==> src/rtl/pixel_frame_source.sv <==
// Raster test-pattern source feeding the write port of the dual-clock pixel FIFO.
// Walks IMG_W x IMG_H frames, honours fifo_full, and inserts line/frame blanking.
module pixel_frame_source #(
  parameter int DATA_WIDTH = 8,
  parameter int IMG_W      = 8,
  parameter int IMG_H      = 8,
  parameter int LINE_GAP   = 2,
  parameter int FRAME_GAP  = 4,
  parameter int CNT_W      = 16
) (
  input  logic                  wr_clk,
  input  logic                  wr_rst_n,
  input  logic                  enable,
  input  logic [1:0]            pattern_sel,
  input  logic                  fifo_full,
  output logic                  fifo_wr_en,
  output logic [DATA_WIDTH-1:0] fifo_wr_data,
  output logic                  frame_done,
  output logic                  busy,
  output logic [CNT_W-1:0]      frame_count,
  output logic [CNT_W-1:0]      stall_count,
  output logic [1:0]            dbg_state
);

  // Handshake: a pixel moves on every wr_clk edge where fifo_wr_en is high;
  // fifo_wr_en is the combinational inverse of fifo_full while ACTIVE, and
  // fifo_wr_data stays stable until that pixel is taken.

  typedef enum logic [1:0] {
    S_IDLE   = 2'd0,
    S_ACTIVE = 2'd1,
    S_LGAP   = 2'd2,
    S_FGAP   = 2'd3
  } state_t;

  localparam int GAP_MAX = (LINE_GAP > FRAME_GAP) ? LINE_GAP : FRAME_GAP;
  localparam int GAP_W   = (GAP_MAX > 1) ? $clog2(GAP_MAX) : 1;
  localparam logic [GAP_W-1:0] LGAP_LAST = GAP_W'(LINE_GAP - 1);
  localparam logic [GAP_W-1:0] FGAP_LAST = GAP_W'(FRAME_GAP - 1);
  localparam logic [CNT_W-1:0] COL_LAST  = CNT_W'(IMG_W - 1);
  localparam logic [CNT_W-1:0] ROW_LAST  = CNT_W'(IMG_H - 1);
  localparam logic [7:0]       LFSR_SEED = 8'hE1;

  state_t                  state_q, state_d;
  logic [CNT_W-1:0]        col_q, col_d;
  logic [CNT_W-1:0]        row_q, row_d;
  logic [1:0]              pat_q, pat_d;
  logic [7:0]              lfsr_q, lfsr_d;
  logic [DATA_WIDTH-1:0]   ramp_q, ramp_d;
  logic [GAP_W-1:0]        gap_q, gap_d;
  logic                    done_q, done_d;
  logic [CNT_W-1:0]        fcnt_q, fcnt_d;
  logic [CNT_W-1:0]        scnt_q, scnt_d;

  logic                    active;
  logic                    accept;
  logic                    start_frame;
  logic                    lfsr_fb;
  logic [DATA_WIDTH-1:0]   pix;

  assign active  = (state_q == S_ACTIVE);
  assign accept  = active && !fifo_full;
  // Taps 8,6,5,4 of x^8+x^6+x^5+x^4+1 on a left-shifting register.
  assign lfsr_fb = lfsr_q[7] ^ lfsr_q[5] ^ lfsr_q[4] ^ lfsr_q[3];

  always_ff @(posedge wr_clk or negedge wr_rst_n) begin
    if (!wr_rst_n) begin
      state_q <= S_IDLE;
      col_q   <= '0;
      row_q   <= '0;
      pat_q   <= '0;
      lfsr_q  <= '0;
      ramp_q  <= '0;
      gap_q   <= '0;
      done_q  <= 1'b0;
      fcnt_q  <= '0;
      scnt_q  <= '0;
    end else begin
      state_q <= state_d;
      col_q   <= col_d;
      row_q   <= row_d;
      pat_q   <= pat_d;
      lfsr_q  <= lfsr_d;
      ramp_q  <= ramp_d;
      gap_q   <= gap_d;
      done_q  <= done_d;
      fcnt_q  <= fcnt_d;
      scnt_q  <= scnt_d;
    end
  end

  always_comb begin
    state_d     = state_q;
    col_d       = col_q;
    row_d       = row_q;
    pat_d       = pat_q;
    lfsr_d      = lfsr_q;
    ramp_d      = ramp_q;
    gap_d       = gap_q;
    done_d      = 1'b0;
    fcnt_d      = fcnt_q;
    start_frame = 1'b0;

    unique case (state_q)
      S_IDLE: begin
        if (enable) start_frame = 1'b1;
      end
      S_ACTIVE: begin
        if (accept) begin
          lfsr_d = {lfsr_q[6:0], lfsr_fb};
          ramp_d = ramp_q + 1'b1;
          if (col_q == COL_LAST) begin
            col_d = '0;
            if (row_q == ROW_LAST) begin
              done_d = 1'b1;
              fcnt_d = fcnt_q + 1'b1;
              // With no frame gap the exit decision is taken on this same edge.
              if (FRAME_GAP == 0) begin
                if (enable) start_frame = 1'b1;
                else        state_d     = S_IDLE;
              end else begin
                state_d = S_FGAP;
                gap_d   = '0;
              end
            end else begin
              row_d = row_q + 1'b1;
              if (LINE_GAP != 0) begin
                state_d = S_LGAP;
                gap_d   = '0;
              end
            end
          end else begin
            col_d = col_q + 1'b1;
          end
        end
      end
      S_LGAP: begin
        if (gap_q == LGAP_LAST) state_d = S_ACTIVE;
        else                    gap_d   = gap_q + 1'b1;
      end
      S_FGAP: begin
        if (gap_q == FGAP_LAST) begin
          if (enable) start_frame = 1'b1;
          else        state_d     = S_IDLE;
        end else begin
          gap_d = gap_q + 1'b1;
        end
      end
      default: state_d = S_IDLE;
    endcase

    if (start_frame) begin
      state_d = S_ACTIVE;
      col_d   = '0;
      row_d   = '0;
      pat_d   = pattern_sel;
      lfsr_d  = LFSR_SEED;
      ramp_d  = '0;
    end
  end

  always_comb begin
    scnt_d = scnt_q;
    if (active && fifo_full && (scnt_q != {CNT_W{1'b1}})) scnt_d = scnt_q + 1'b1;
  end

  always_comb begin
    pix = '0;
    case (pat_q)
      2'b00:   pix = ramp_q;
      2'b01:   pix = DATA_WIDTH'(col_q);
      2'b10:   pix = DATA_WIDTH'(lfsr_q);
      default: pix = {DATA_WIDTH{col_q[0] ^ row_q[0]}};
    endcase
  end

  assign fifo_wr_en   = accept;
  assign fifo_wr_data = active ? pix : '0;
  assign frame_done   = done_q;
  assign busy         = (state_q != S_IDLE);
  assign frame_count  = fcnt_q;
  assign stall_count  = scnt_q;
  assign dbg_state    = state_q;

endmodule
==> config.mk <==
export PLATFORM = sky130hd
export DESIGN_NAME = pixel_frame_source
export DESIGN_NICKNAME = d
export VERILOG_FILES = /design/src/rtl/pixel_frame_source.sv
export SDC_FILE = /design/constraint.sdc
export NUM_CORES = 1
export LEC_CHECK = 0
export ABC_AREA = 1
export ABC_CLOCK_PERIOD_IN_PS = 4400
export BUFFER_PORTS_ARGS = -buffer_cell sky130_fd_sc_hd__buf_4
export CORE_MARGIN = 2
export CORE_UTILIZATION = 60
export DETAILED_ROUTE_END_ITERATION = 10
export PLACE_DENSITY = 0.8
export RECOVER_POWER = 100
export SETUP_SLACK_MARGIN = 0.4
export SLEW_MARGIN = 15
export SYNTH_ARGS = -nofsm -noshare
export SYNTH_HDL_FRONTEND = slang
export SYNTH_SLANG_ARGS = --single-unit
==> constraint.sdc <==
create_clock -name wr_clk -period 4.4 [get_ports wr_clk]
set_input_delay 0.44 -clock wr_clk [delete_from_list [all_inputs] [get_ports wr_clk]]
set_output_delay 0.44 -clock wr_clk [all_outputs]
set_load 0.01 [all_outputs]
# Yosys cells after proc, flatten, opt, wreduce, memory -nomap -nowiden
# Index checks and enable logic that the tools add are counted.
[classes]
addsub = 6
eq_ne = 20
mux = 37
n_bitwise = 4
reduce_logical = 17
[op_table]
columns = ["op", "count"]
rows = [
  ["$mux W16", 9],
  ["$add A16 B1 Y16 const B", 4],
  ["$mux W8", 7],
  ["$eq A16 B3 Y1 const B", 2],
  ["$pmux W8 S3", 1],
  ["$mux W2", 10],
  ["$ne A16 B16 Y1 const B", 1],
  ["$pmux W2 S3", 2],
  ["$ne A3 B3 Y1 const B", 3],
  ["$add A8 B1 Y8 const B", 1],
  ["$eq A2 B2 Y1 const B", 4],
  ["$ne A2 B2 Y1 const B", 4],
  ["$reduce_and A4 Y1", 2],
  ["$reduce_bool A2 Y1", 4],
  ["$mux W1", 7],
  ["$eq A2 B1 Y1 const B", 3],
  ["$reduce_and A6 Y1", 1],
  ["$reduce_and A5 Y1", 1],
  ["$logic_not A2 Y1", 2],
  ["$reduce_bool A4 Y1", 1],
  ["$xor A1 B1 Y1", 4],
  ["$logic_and A1 B1 Y1", 3],
  ["$ne A3 B1 Y1 const B", 1],
  ["$ne A3 B2 Y1 const B", 1],
  ["6 further kinds", 6],
]
[word_totals]
reg_bits = 87
inputBits = 6
output_inout_bits = 45
wordCells = 94

# Depth between registers and ports, before layout
# Gate-level depths: netlist of the first run.
[depth]
depth_word = 6
ltp_mapped = 11
mapped_depth_nobuf = 10

# Worst setup path after synthesis of the first run
# OpenSTA, ideal clock, no wires.
[synth_timing]
kind = "register -> output"
start = "register state_q[1] (netlist: dbg_state[1])"
end = "output fifo_wr_en"
arrival_time_ns = 1.389
required_time_ns = 3.960
path_slack_ns = 2.571
path_stages_with_launch = 7
n_path_buf = 2
path_cell_list = "dfrtp_1 > inv_1 > ha_1 > inv_2 > nor2_4 > buf_2 > buf_2"
[synth_between]
elab_chain_len = 2
[synth_rtl]
columns = ["element", "line_no", "source"]
rows = [
  ["start: declaration", "44", "state_t state_q, state_d;"],
  ["start signal: assignment", "79", "state_q <= state_d;"],
  ["$eq A2 B1 Y1", "61", "assign active = (state_q == S_ACTIVE);"],
  ["$logic_and A1 B1 Y1", "62", "assign accept = active && !fifo_full;"],
  ["end: declaration", "16", "output logic fifo_wr_en,"],
]
# Every way passes these cells.

# Worst setup path in the final report of the first run
[layout_timing]
start = "register state_q[1] (netlist: dbg_state[1])"
end = "register row_q[10]"
[layout_between]
elab_chain_len = 4
elab_cells_between_ends = 11
cone_classes = "eq/ne (3); mux (2); reduce/logical (6)"
[layout_rtl]
columns = ["element", "line_no", "source"]
rows = [
  ["$eq A2 B2 Y1, or another cell as far along", "104", "unique case (state_q)"],
  ["$pmux W1 S2 / $logic_and A1 B1 Y1 (equally long branches)", "104, 62", ""],
  ["$ne A2 B2 Y1 (no source line) / $reduce_bool A2 Y1 (equally long branches)", "--", ""],
  ["$reduce_and A4 Y1 (no source line)", "--", ""],
  ["end signal: assignment", "81", "row_q <= row_d;"],
  ["end: declaration", "46", "logic [CNT_W-1:0] row_q, row_d;"],
]
# Several ways; a longest one is shown, not always the timed one.
# A chain may end at the register's enable or synchronous reset.

==> reports/metrics.csv, run 1 <==
metric;value;unit
outcome;finished, violations left;
violations;max-capacitance violations, max-slew violations;
ioPinCount;51;
reg2reg_depth;8;
die_y;101;microns
clk_pin_slew_worst_paths;0.09;ns
syn_area_per_cell;6.95;sq um
cts_buffers;9;
dr.max_layer_used;met4;
worst_slack;1.31;ns
grt_overflow;0;
num-nets-final;869;
path_common_cell;inv_1;
dp_cells;950;
yosysWarnings;0;
diodes;0;
critPathMaxStageDelay;0.89;ns
ys_types;33;
final_common_cell;nand2_1;
peakVddDrop;0.312;mV
crit_type;reg2reg;
start_kind;flop;
h-tree-depth;3;
switching_share;41.4;%
hold_buffers;0;
arrival;3.36;ns
gp_congestion;0.905;
antenna_found_initial;0;
p_seq_share;40.8;%
rr_startpoint;dbg_state[1]$_DFFE_PN0P_;
worst_pin_slew;2.88;ns
crit_chain;inv_1, ha_1, clkinv_1, nor2_1, inv_1, nand2_1, nand3_2, o21ai_0;
grt_usage;27.5;%
r2r_end;row_q[10]$_DFFE_PN0P_;
clock_skew;0.0106;ns
cp_slowest_cell;nand2_1;
period_minus_slack;3.09;ns
wl_met2;6530;microns
synth_seq_cells;87;
final_cell_mix;nand2_1, nor2_1, inv_1;
syn-cell-area;5620;sq um
cts_tree;done;
cts_setup_buffers;0;
grt_start_max_net_pins;52;
die_x;101;microns
maxCapViolCount;1;
fin_cells;966;
setup_viol_count_final;0;
post_cts_resized;0;
grt_pass1_wl;22700;microns
syn_inst;809;
cp_top_family;simple AND/OR/NAND/NOR gates;
first_global_vias;5002;
path_depth;8;
syn_to_final_growth;7.12;%
cp_max_fo;38;
vias;5364;
pre_cts_ws;1.88;ns
clockBufferDepth;2;
p_sw;1.11;mW
startpoint;dbg_state[1]$_DFFE_PN0P_;
fin_tns_setup;0;ns
hpwl;9650;microns
cts_sinks;87;
p_int;1.57;mW
io_buffers;50;
drv_slew;52;
ant_nets;0;
insertion_delay;0.36;ns
drt_iter0_markers;320;
combPwrFrac;35.3;%
rsz0062_at_grt;no;
syn-num-nets;828;
wl_met3;634;microns
dr.pass1.iters;5;
max_slew_margin;-91.7;%
critPathBufInv;3;
root_buffer;clkbuf_8;
hold_viol;0;
clock_power_share;23.9;%
rrSetupSlack;1.31;ns
ys_seq_area_share;38.7;%
endpoint_kind;flop;
hold_path_class;in2reg;
routed_via_density;5.55;
route.detailed.wl_per_inst;14.0;microns
wl_met1;6100;microns
totalWireLength;13500;microns
start_util;61.4;%
critPathCapture;row_q[10]$_DFFE_PN0P_;
crit_required;4.67;ns
dieArea;10200;sq um
fmax;323;MHz
drcViolationCount;0;
rows;35;
post-route-period-util;70.3;%
layout-drive-gt1-share;4.09;%
p_per_area;446;nW/um^2
min_from;pattern_sel[0];
leakagePower;2.87;nW
core_area;9150;sq um
## power groups by stage
stage	Clock (mW)	Sequential (mW)	Combinational [mW]
2_1_floorplan	0	1.09	0.713
3_3_place_gp	0	1.10	0.976
3_5_place_dp	0	1.11	1.00
4_1_cts	0.651	1.09	1.02
5_1_grt	0.680	1.11	1.08
6_report	0.640	1.09	0.948
## worst min path at each step
stage	end	slack (ns)	cells past startpoint
6_report	pat_q[0]$_DFFE_PN0P_	0.29	3
5_1_grt	pat_q[1]$_DFFE_PN0P_	0.31	3
4_1_cts	frame_count[8]$_DFFE_PN0P_	0.13	1
3_5_place_dp	lfsr_q[2]$_DFFE_PN0P_	0.49	2
3_3_place_gp	lfsr_q[2]$_DFFE_PN0P_	0.47	2
2_1_floorplan	col_q[0]$_DFFE_PN0P_	0.14	0
## tightest hold or removal path, cell delays in order
cell and delay [ns]:
buf_4 0.07, nand2_1 0.04, o21ai_0 0.06
## kinds of logic (layout without fill, tap and decap cells)
family / after synthesis / after routing / share of synthesized area (%)
buffers and inverters: 117 / 163 / 8.93
flip-flops: 87 / 87 / 38.7
AO/OA/AOI/OAI: 82 / 82 / 8.06
adder cells (fa/ha/maj): 13 / 13 / 2.89
AND/OR/NAND/NOR: 481 / 481 / 36.9
XOR/XNOR: 29 / 29 / 4.52
## routing by layer
layer	track usage, %	vias to the layer above
li1	-	2664
met1	37.0	2531
met2	46.2	145
met3	3.26	24
met4	9.48	0
met5	0	-
## synth_stat cells
cell type	instances	area share, %
nor2_4	1	0.20
buf_4	1	0.13
nor2_1	109	7.3
inv_1	86	5.7
xnor2_1	14	2.2
nand3_1	69	6.1
o21ai_1	13	1.2
nor3_1	20	1.8
a21boi_0	1	0.13
o21ai_2	4	0.62
ha_1	13	2.9
a21oi_1	19	1.7
xor2_1	15	2.3
dfrtp_1	87	39
inv_2	6	0.40
nand2_2	2	0.22
nand2_1	240	16
buf_6	5	1.0
o211ai_1	2	0.27
nand3b_1	6	0.80
o22ai_1	8	0.89
a211oi_1	1	0.13
o21ai_0	28	2.5
or2_2	2	0.22
nand2_4	2	0.40
nor2_2	5	0.56
clkinv_1	2	0.13
nand3_2	1	0.18
nor3_2	2	0.36
buf_2	17	1.5
nor2_8	1	0.36
a31oi_1	6	0.67
nand4_1	21	2.3
## registers in the layout, indices dropped and copies added (netlist names)
register,flops
col_q,16
frame_count,16
row_q,16
stall_count,16
lfsr_q,8
ramp_q,8
dbg_state,2
gap_q,2
pat_q,2
frame_done,1
## stage by stage
step | hold slack, ns | total power, mW | util [%] | area, sq um
floorplan | 0.144 | 1.80 | - | 5620
global placement | 0.473 | 2.07 | 65.6 | 6010
detailed placement | 0.490 | 2.11 | 65.6 | 6010
CTS | 0.134 | 2.76 | 68.2 | 6240
global route | 0.314 | 2.87 | 65.8 | 6020
finish | 0.290 | 2.68 | 65.8 | 6020
## cell type report
cell class | count | area (sq um)
inverters | 94 | 353
clock inverters | 6 | 92.6
flip-flops and latches | 87 | 2180
multi-input cells | 605 | 2900
fillers | 856 | 3130
clock buffers | 10 | 138
repair buffers | 53 | 225
well taps | 111 | 139
Power figures use the tool's default switching activity.
==> inputs of run 2 (changes only) <==
Settings changed: ABC_CLOCK_PERIOD_IN_PS 4400 to 2690, CORE_UTILIZATION 60 to 55, PLACE_DENSITY 0.8 to 0.78.
Clock period 4.4 ns to 2.69 ns, I/O delays scaled along.
==> run 2 against run 1 <==
Effect of this change: the flow now finishes without violations; critical path depth fell by 2; cell count rose by 2.6%; sequential share of layout area fell by 0.25 points; critical endpoint is now fifo_wr_en.
==> reports/metrics.csv, run 2 (same netlist as run 1, synthesis figures left out) <==
metric;value;unit;change
endpoint_kind;output port;;was flop
leakagePower;2.88;nW;was 2.87 nW
insertion_delay;0.36;ns;about the same
crit_required;2.42;ns;was 4.67 ns
die_y;105;microns;was 101 microns
totalWireLength;13300;microns;was 13,500 microns
hpwl;9770;microns;was 9650 microns
worst_pin_slew;1.11;ns;was 2.88 ns
dieArea;11000;sq um;was 10,200 sq um
die_x;105;microns;was 101 microns
fin_tns_setup;0;ns;unchanged
rows;36;;was 35
clock_power_share;19.7;%;was 23.9%
final_common_cell;nand2_1;;unchanged
start_util;57.0;%;was 61.4%
hold_ws;0.125;ns;was 0.290 ns
fillerInstances;938;;was 856
hold_viol;0;;unchanged
drcViolationCount;0;;unchanged
io_buffers;50;;unchanged
fmax;427;MHz;
p_per_area;696;nW/um^2;was 446 nW/um^2
route.detailed.wl_per_inst;13.4;microns;was 14.0 microns
critPathMaxStageDelay;0.45;ns;was 0.89 ns
path_common_cell;inv_1;;unchanged
rsz0062_at_grt;no;;unchanged
p_sw;1.79;mW;was 1.11 mW
clock_skew;0.00643;ns;was 0.0106 ns
start_kind;flop;;unchanged
num-nets-final;874;;was 869
final_cell_mix;nand2_1, nor2_1, inv_1;;unchanged
hold_path_class;in2reg;;unchanged
ioPinCount;51;;unchanged
outcome;finished, final reports clean;;was finished, violations left
cts_sinks;87;;unchanged
max_slew_margin;25.8;%;was -91.7%
p_seq_share;42.2;%;was 40.8%
root_buffer;clkbuf_8;;unchanged
antenna_found_initial;0;;unchanged
post-route-period-util;87.0;%;
clk_pin_slew_worst_paths;0.08;ns;was 0.09 ns
core_area;9860;sq um;was 9150 sq um
drv_slew;0;;was 52
cts_buffers;9;;unchanged
first_global_vias;5055;;was 5,002
wl_met2;6310;microns;was 6530 microns
syn_to_final_growth;7.88;%;was 7.12%
layout-drive-gt1-share;4.31;%;was 4.09%
crit_chain;inv_1, ha_1, inv_1, nor2_4, clkbuf_2, buf_4;;was inv_1, ha_1, clkinv_1, nor2_1, inv_1, nand2_1, nand3_2, o21ai_0
crit_type;reg2out;;was reg2reg
gp_congestion;0.940;;was 0.905
wl_met3;794;microns;was 634 microns
routed_via_density;5.45;;was 5.55
grt_usage;24.7;%;was 27.5%
arrival;2.07;ns;was 3.36 ns
setup_viol_count_final;0;;unchanged
switching_share;42.3;%;was 41.4%
cp_slowest_cell;dfrtp_1;;was nand2_1
wl_met1;6000;microns;was 6100 microns
dr.pass1.iters;6;;was 5
cts_tree;done;;unchanged
drt_iter0_markers;353;;was 320
diodes;0;;unchanged
grt_overflow;0;;unchanged
clockBufferDepth;2;;unchanged
grt_start_max_net_pins;47;;was 52
period_minus_slack;2.34;ns;
h-tree-depth;3;;unchanged
vias;5402;;was 5,364
maxCapViolCount;0;;was 1
combPwrFrac;38.1;%;was 35.3%
ant_nets;0;;unchanged
p_int;2.43;mW;was 1.57 mW
grt_pass1_wl;22500;microns;was 22,700 microns
dr.max_layer_used;met4;;unchanged
cp_max_fo;15;;was 38
peakVddDrop;0.502;mV;was 0.312 mV
## run 2: cell count changes in the layout (fill, tap and decap cells not counted), moves of 2 or more
cell and change:
buf_12 +2, o21ai_1 +2, clkbuf_2 +3, clkinvlp_4 -2, bufinv_16 -2, o21ai_0 -2
## run 2: power groups by stage
stage | sequential (mW) | combinational (mW) | clock, mW
2_1_floorplan | 1.78 | 1.17 | 0
4_1_cts | 1.78 | 1.72 | 0.857
6_report | 1.78 | 1.61 | 0.832
5_1_grt | 1.81 | 1.82 | 0.907
3_3_place_gp | 1.79 | 1.66 | 0
3_5_place_dp | 1.80 | 1.71 | 0
## run 2: path summary, 6_finish.rpt
| kind | from | end | slack (ns) | cells past startpoint |
|---|---|---|---|---|
| max | dbg_state[1]$_DFFE_PN0P_ | fifo_wr_en | 0.35 | 6 |
| min | pattern_sel[1] | pat_q[1]$_DFFE_PN0P_ | 0.12 | 3 |
| max reg2reg | dbg_state[0]$_DFFE_PN0P_ | col_q[11]$_DFFE_PN0P_ | 0.40 | 10 |
| min reg2reg | lfsr_q[2]$_DFFE_PN0P_ | lfsr_q[3]$_DFFE_PN0P_ | 0.49 | 2 |
| max in group asynchronous | wr_rst_n | ramp_q[0]$_DFFE_PN0P_ | 1.24 | 3 |
| min in group asynchronous | wr_rst_n | frame_count[8]$_DFFE_PN0P_ | 0.64 | 2 |
## run 2: through the flow
step	std cells	util (%)	power, mW	setup slack, ns	cell area (sq um)
finish	991	61.5	4.22	0.351	6060
global route	991	61.5	4.54	0.217	6060
CTS	991	63.5	4.35	0.406	6260
detailed placement	976	61.7	3.51	0.425	6090
global placement	976	61.7	3.45	0.540	6090
floorplan	809	-	2.94	0.933	5620
## run 2: layer usage
metal | GRT usage (%) | up-vias
li1 | - | 2669
met1 | 32.6 | 2522
met2 | 41.4 | 196
met3 | 3.62 | 15
met4 | 9.14 | 0
met5 | 0 | -
## run 2: repair_timing
item                                   in CTS  in global routing
gates resized for setup                     0                  3
setup endpoints to repair                   0                 22
hold buffers                                1                  0
endpoints found under the hold margin      41                  0
buffers inserted                            0                  0
## run 2: critical path, delay by kind of cell (launching register included)
| kind | cells | cell delay (ns) |
|---|---|---|
| fa+ha+maj | 1 | 0.27 |
| buf+inv | 4 | 0.81 |
| flops | 1 | 0.45 |
| simple gates | 1 | 0.19 |
## run 2: cell type report
| cell class | instances | area (sq um) | share of cell area (%) |
|---|---|---|---|
| timing repair buffer | 58 | 287 | 4.73 |
| inverter | 94 | 353 | 5.82 |
| sequential | 87 | 2180 | 35.9 |
| clock buffer | 13 | 159 | 2.62 |
| multi-input combinational | 605 | 2920 | 48.1 |
| tap | 133 | 166 | 2.74 |
| clock inverter | 1 | 5.00 | 0.0825 |
==> inputs of run 3 (changes only) <==
Settings changed: CORE_ASPECT_RATIO from default to 0.6.
==> run 3 against run 2 <==
Effect of this change: critical endpoint is now lfsr_q[3]$_DFFE_PN0P_; cell count increased by 0.30%; cell area up 1.6%; via count increased by 0.31%; fmax rose by 3.8%; global-route usage increased by 1.2 points; clock power rose by 43%; worst setup slack better by 0.087 ns; critical path type is now reg2reg; core utilization rose by 0.66 points.
==> reports/metrics.csv, run 3 (same netlist as run 1, synthesis figures left out) <==
metric;value;unit;change
max_slew_margin;18.7;%;was 25.8%
grt_start_max_net_pins;88;;was 47
p_sw;1.89;mW;was 1.79 mW
final_cell_mix;nand2_1, nor2_1, inv_1;;unchanged
layout-drive-gt1-share;5.01;%;was 4.31%
insertion_delay;0.34;ns;was 0.36 ns
arrival;2.49;ns;was 2.07 ns
hpwl;9910;microns;was 9770 microns
vias;5419;;was 5,402
route.detailed.wl_per_inst;13.8;microns;was 13.4 microns
cts_buffers;9;;unchanged
seqCellArea;2180;sq um;unchanged
p_int;2.67;mW;was 2.43 mW
final_cell_area;6160;sq um;was 6060 sq um
clock_power_share;26.2;%;was 19.7%
maxCapViolCount;0;;unchanged
outcome;finished, final reports clean;;unchanged
fin_cells;994;;was 991
diodes;0;;unchanged
first_global_vias;5003;;was 5,055
hold_path_class;in2reg;;unchanged
h-tree-depth;3;;unchanged
period_minus_slack;2.25;ns;was 2.34 ns
routed_via_density;5.45;;about the same
setup_viol_count_final;0;;unchanged
switching_share;41.4;%;was 42.3%
drv_slew;0;;unchanged
pre_cts_ws;0.462;ns;was 0.425 ns
p_per_area;739;nW/um^2;was 696 nW/um^2
cp_max_fo;21;;was 15
syn_to_final_growth;9.59;%;was 7.88%
fin_tns_setup;0;ns;unchanged
post-route-period-util;83.7;%;was 87.0%
rows;28;;was 36
cts_sinks;87;;unchanged
endpoint_kind;flop;;was output port
fmax;444;MHz;was 427 MHz
dr.pass1.iters;5;;was 6
dieArea;11100;sq um;was 11,000 sq um
antenna_found_initial;0;;unchanged
crit_required;2.93;ns;was 2.42 ns
multiInputGateArea;2920;sq um;about the same
grt_pass1_wl;22900;microns;was 22,500 microns
clockBufferDepth;2;;unchanged
num-nets-final;873;;was 874
ant_nets;0;;unchanged
ioPinCount;51;;unchanged
combPwrFrac;34.6;%;was 38.1%
grt_usage;26.0;%;was 24.7%
cts_tree;done;;unchanged
clock_skew;0.00915;ns;was 0.00643 ns
p_seq_share;39.2;%;was 42.2%
start_util;56.7;%;was 57.0%
root_buffer;clkbuf_16;;was clkbuf_8
die_y;82.3;microns;was 105 microns
grt_overflow;0;;unchanged
hold_viol;0;;unchanged
final_common_cell;nand2_1;;unchanged
fillerInstances;926;;was 938
worst_slack;0.437;ns;was 0.351 ns
io_buffers;50;;unchanged
place_area;6070;sq um;was 6090 sq um
crit_type;reg2reg;;was reg2out
gp_congestion;0.916;;was 0.940
rsz0062_at_grt;yes;;was no
worst_pin_slew;1.22;ns;was 1.11 ns
drcViolationCount;0;;unchanged
peakVddDrop;0.550;mV;was 0.502 mV
core_area;9910;sq um;was 9860 sq um
totalWireLength;13700;microns;was 13,300 microns
drt_iter0_markers;492;;was 353
leakagePower;2.93;nW;was 2.88 nW
clk_pin_slew_worst_paths;0.07;ns;was 0.08 ns
die_x;135;microns;was 105 microns
start_kind;flop;;unchanged
dp_cells;977;;was 976
-- run 3: critical path: stages (launching register included) --
cell and delay (ns):
dfrtp_1 0.43, inv_1 0.17, ha_1 0.24, inv_1 0.09, nor2_4 0.08, inv_1 0.12, nand2_2 0.35, clkbuf_2 0.39
nor2_1 0.07, a31oi_1 0.15, inv_1 0.06
-- run 3: worst paths after layout --
kind                                     startpoint                          to  slack (ns)  cells past startpoint
min                                  pattern_sel[0]        pat_q[0]$_DFFE_PN0P_        0.15                      3
min reg2reg                   lfsr_q[1]$_DFFE_PN0P_       lfsr_q[2]$_DFFE_PN0P_        0.48                      2
min in group asynchronous                  wr_rst_n       ramp_q[6]$_DFFE_PN0P_        0.85                      3
max                        dbg_state[1]$_DFFE_PN0P_       lfsr_q[3]$_DFFE_PN0P_        0.44                     10
max in group asynchronous                  wr_rst_n  frame_count[8]$_DFFE_PN0P_        1.07                      3
max reg2reg                dbg_state[1]$_DFFE_PN0P_       lfsr_q[3]$_DFFE_PN0P_        0.44                     10
-- run 3: layer usage --
| metal | global-route usage (%) | part of all wire [%] | vias up |
|---|---|---|---|
| li1 | - | - | 2687 |
| met1 | 36.4 | 48 | 2514 |
| met2 | 40.8 | 43 | 198 |
| met3 | 5.74 | 7.5 | 20 |
| met4 | 7.89 | 1.2 | 0 |
| met5 | 0 | 0 | - |
-- run 3: power groups by stage --
| stage | sequential (mW) | clock (mW) | combinational [mW] |
|---|---|---|---|
| floorplan | 1.78 | 0 | 1.17 |
| global placement | 1.79 | 0 | 1.63 |
| detailed placement | 1.80 | 0 | 1.68 |
| CTS | 1.78 | 1.22 | 1.69 |
| global route | 1.82 | 1.27 | 1.79 |
| finish | 1.79 | 1.19 | 1.58 |
-- run 3: cell type report --
cell class	count	area share [%]
clock inverters	7	0.914
clock buffers	9	3.66
inverters	94	5.73
well taps	135	2.74
flip-flops and latches	87	35.3
repair buffers	57	4.23
multi-input cells	605	47.4
-- run 3: per-stage QoR --
stage | utilization [%] | power, mW | hold slack (ns)
CTS | 64.2 | 4.69 | 0.137
floorplan | - | 2.94 | -0.0266
finish | 62.1 | 4.56 | 0.146
detailed placement | 61.3 | 3.48 | 0.347
global route | 62.1 | 4.88 | 0.168
global placement | 61.3 | 3.42 | 0.346
-- run 3: what timing repair did --
action                                  CTS  global route
endpoints found under the setup margin    0            30
hold buffers                              1             0
resized for setup                         0             3
buffers inserted                          0             0
endpoints found under the hold margin    56             0
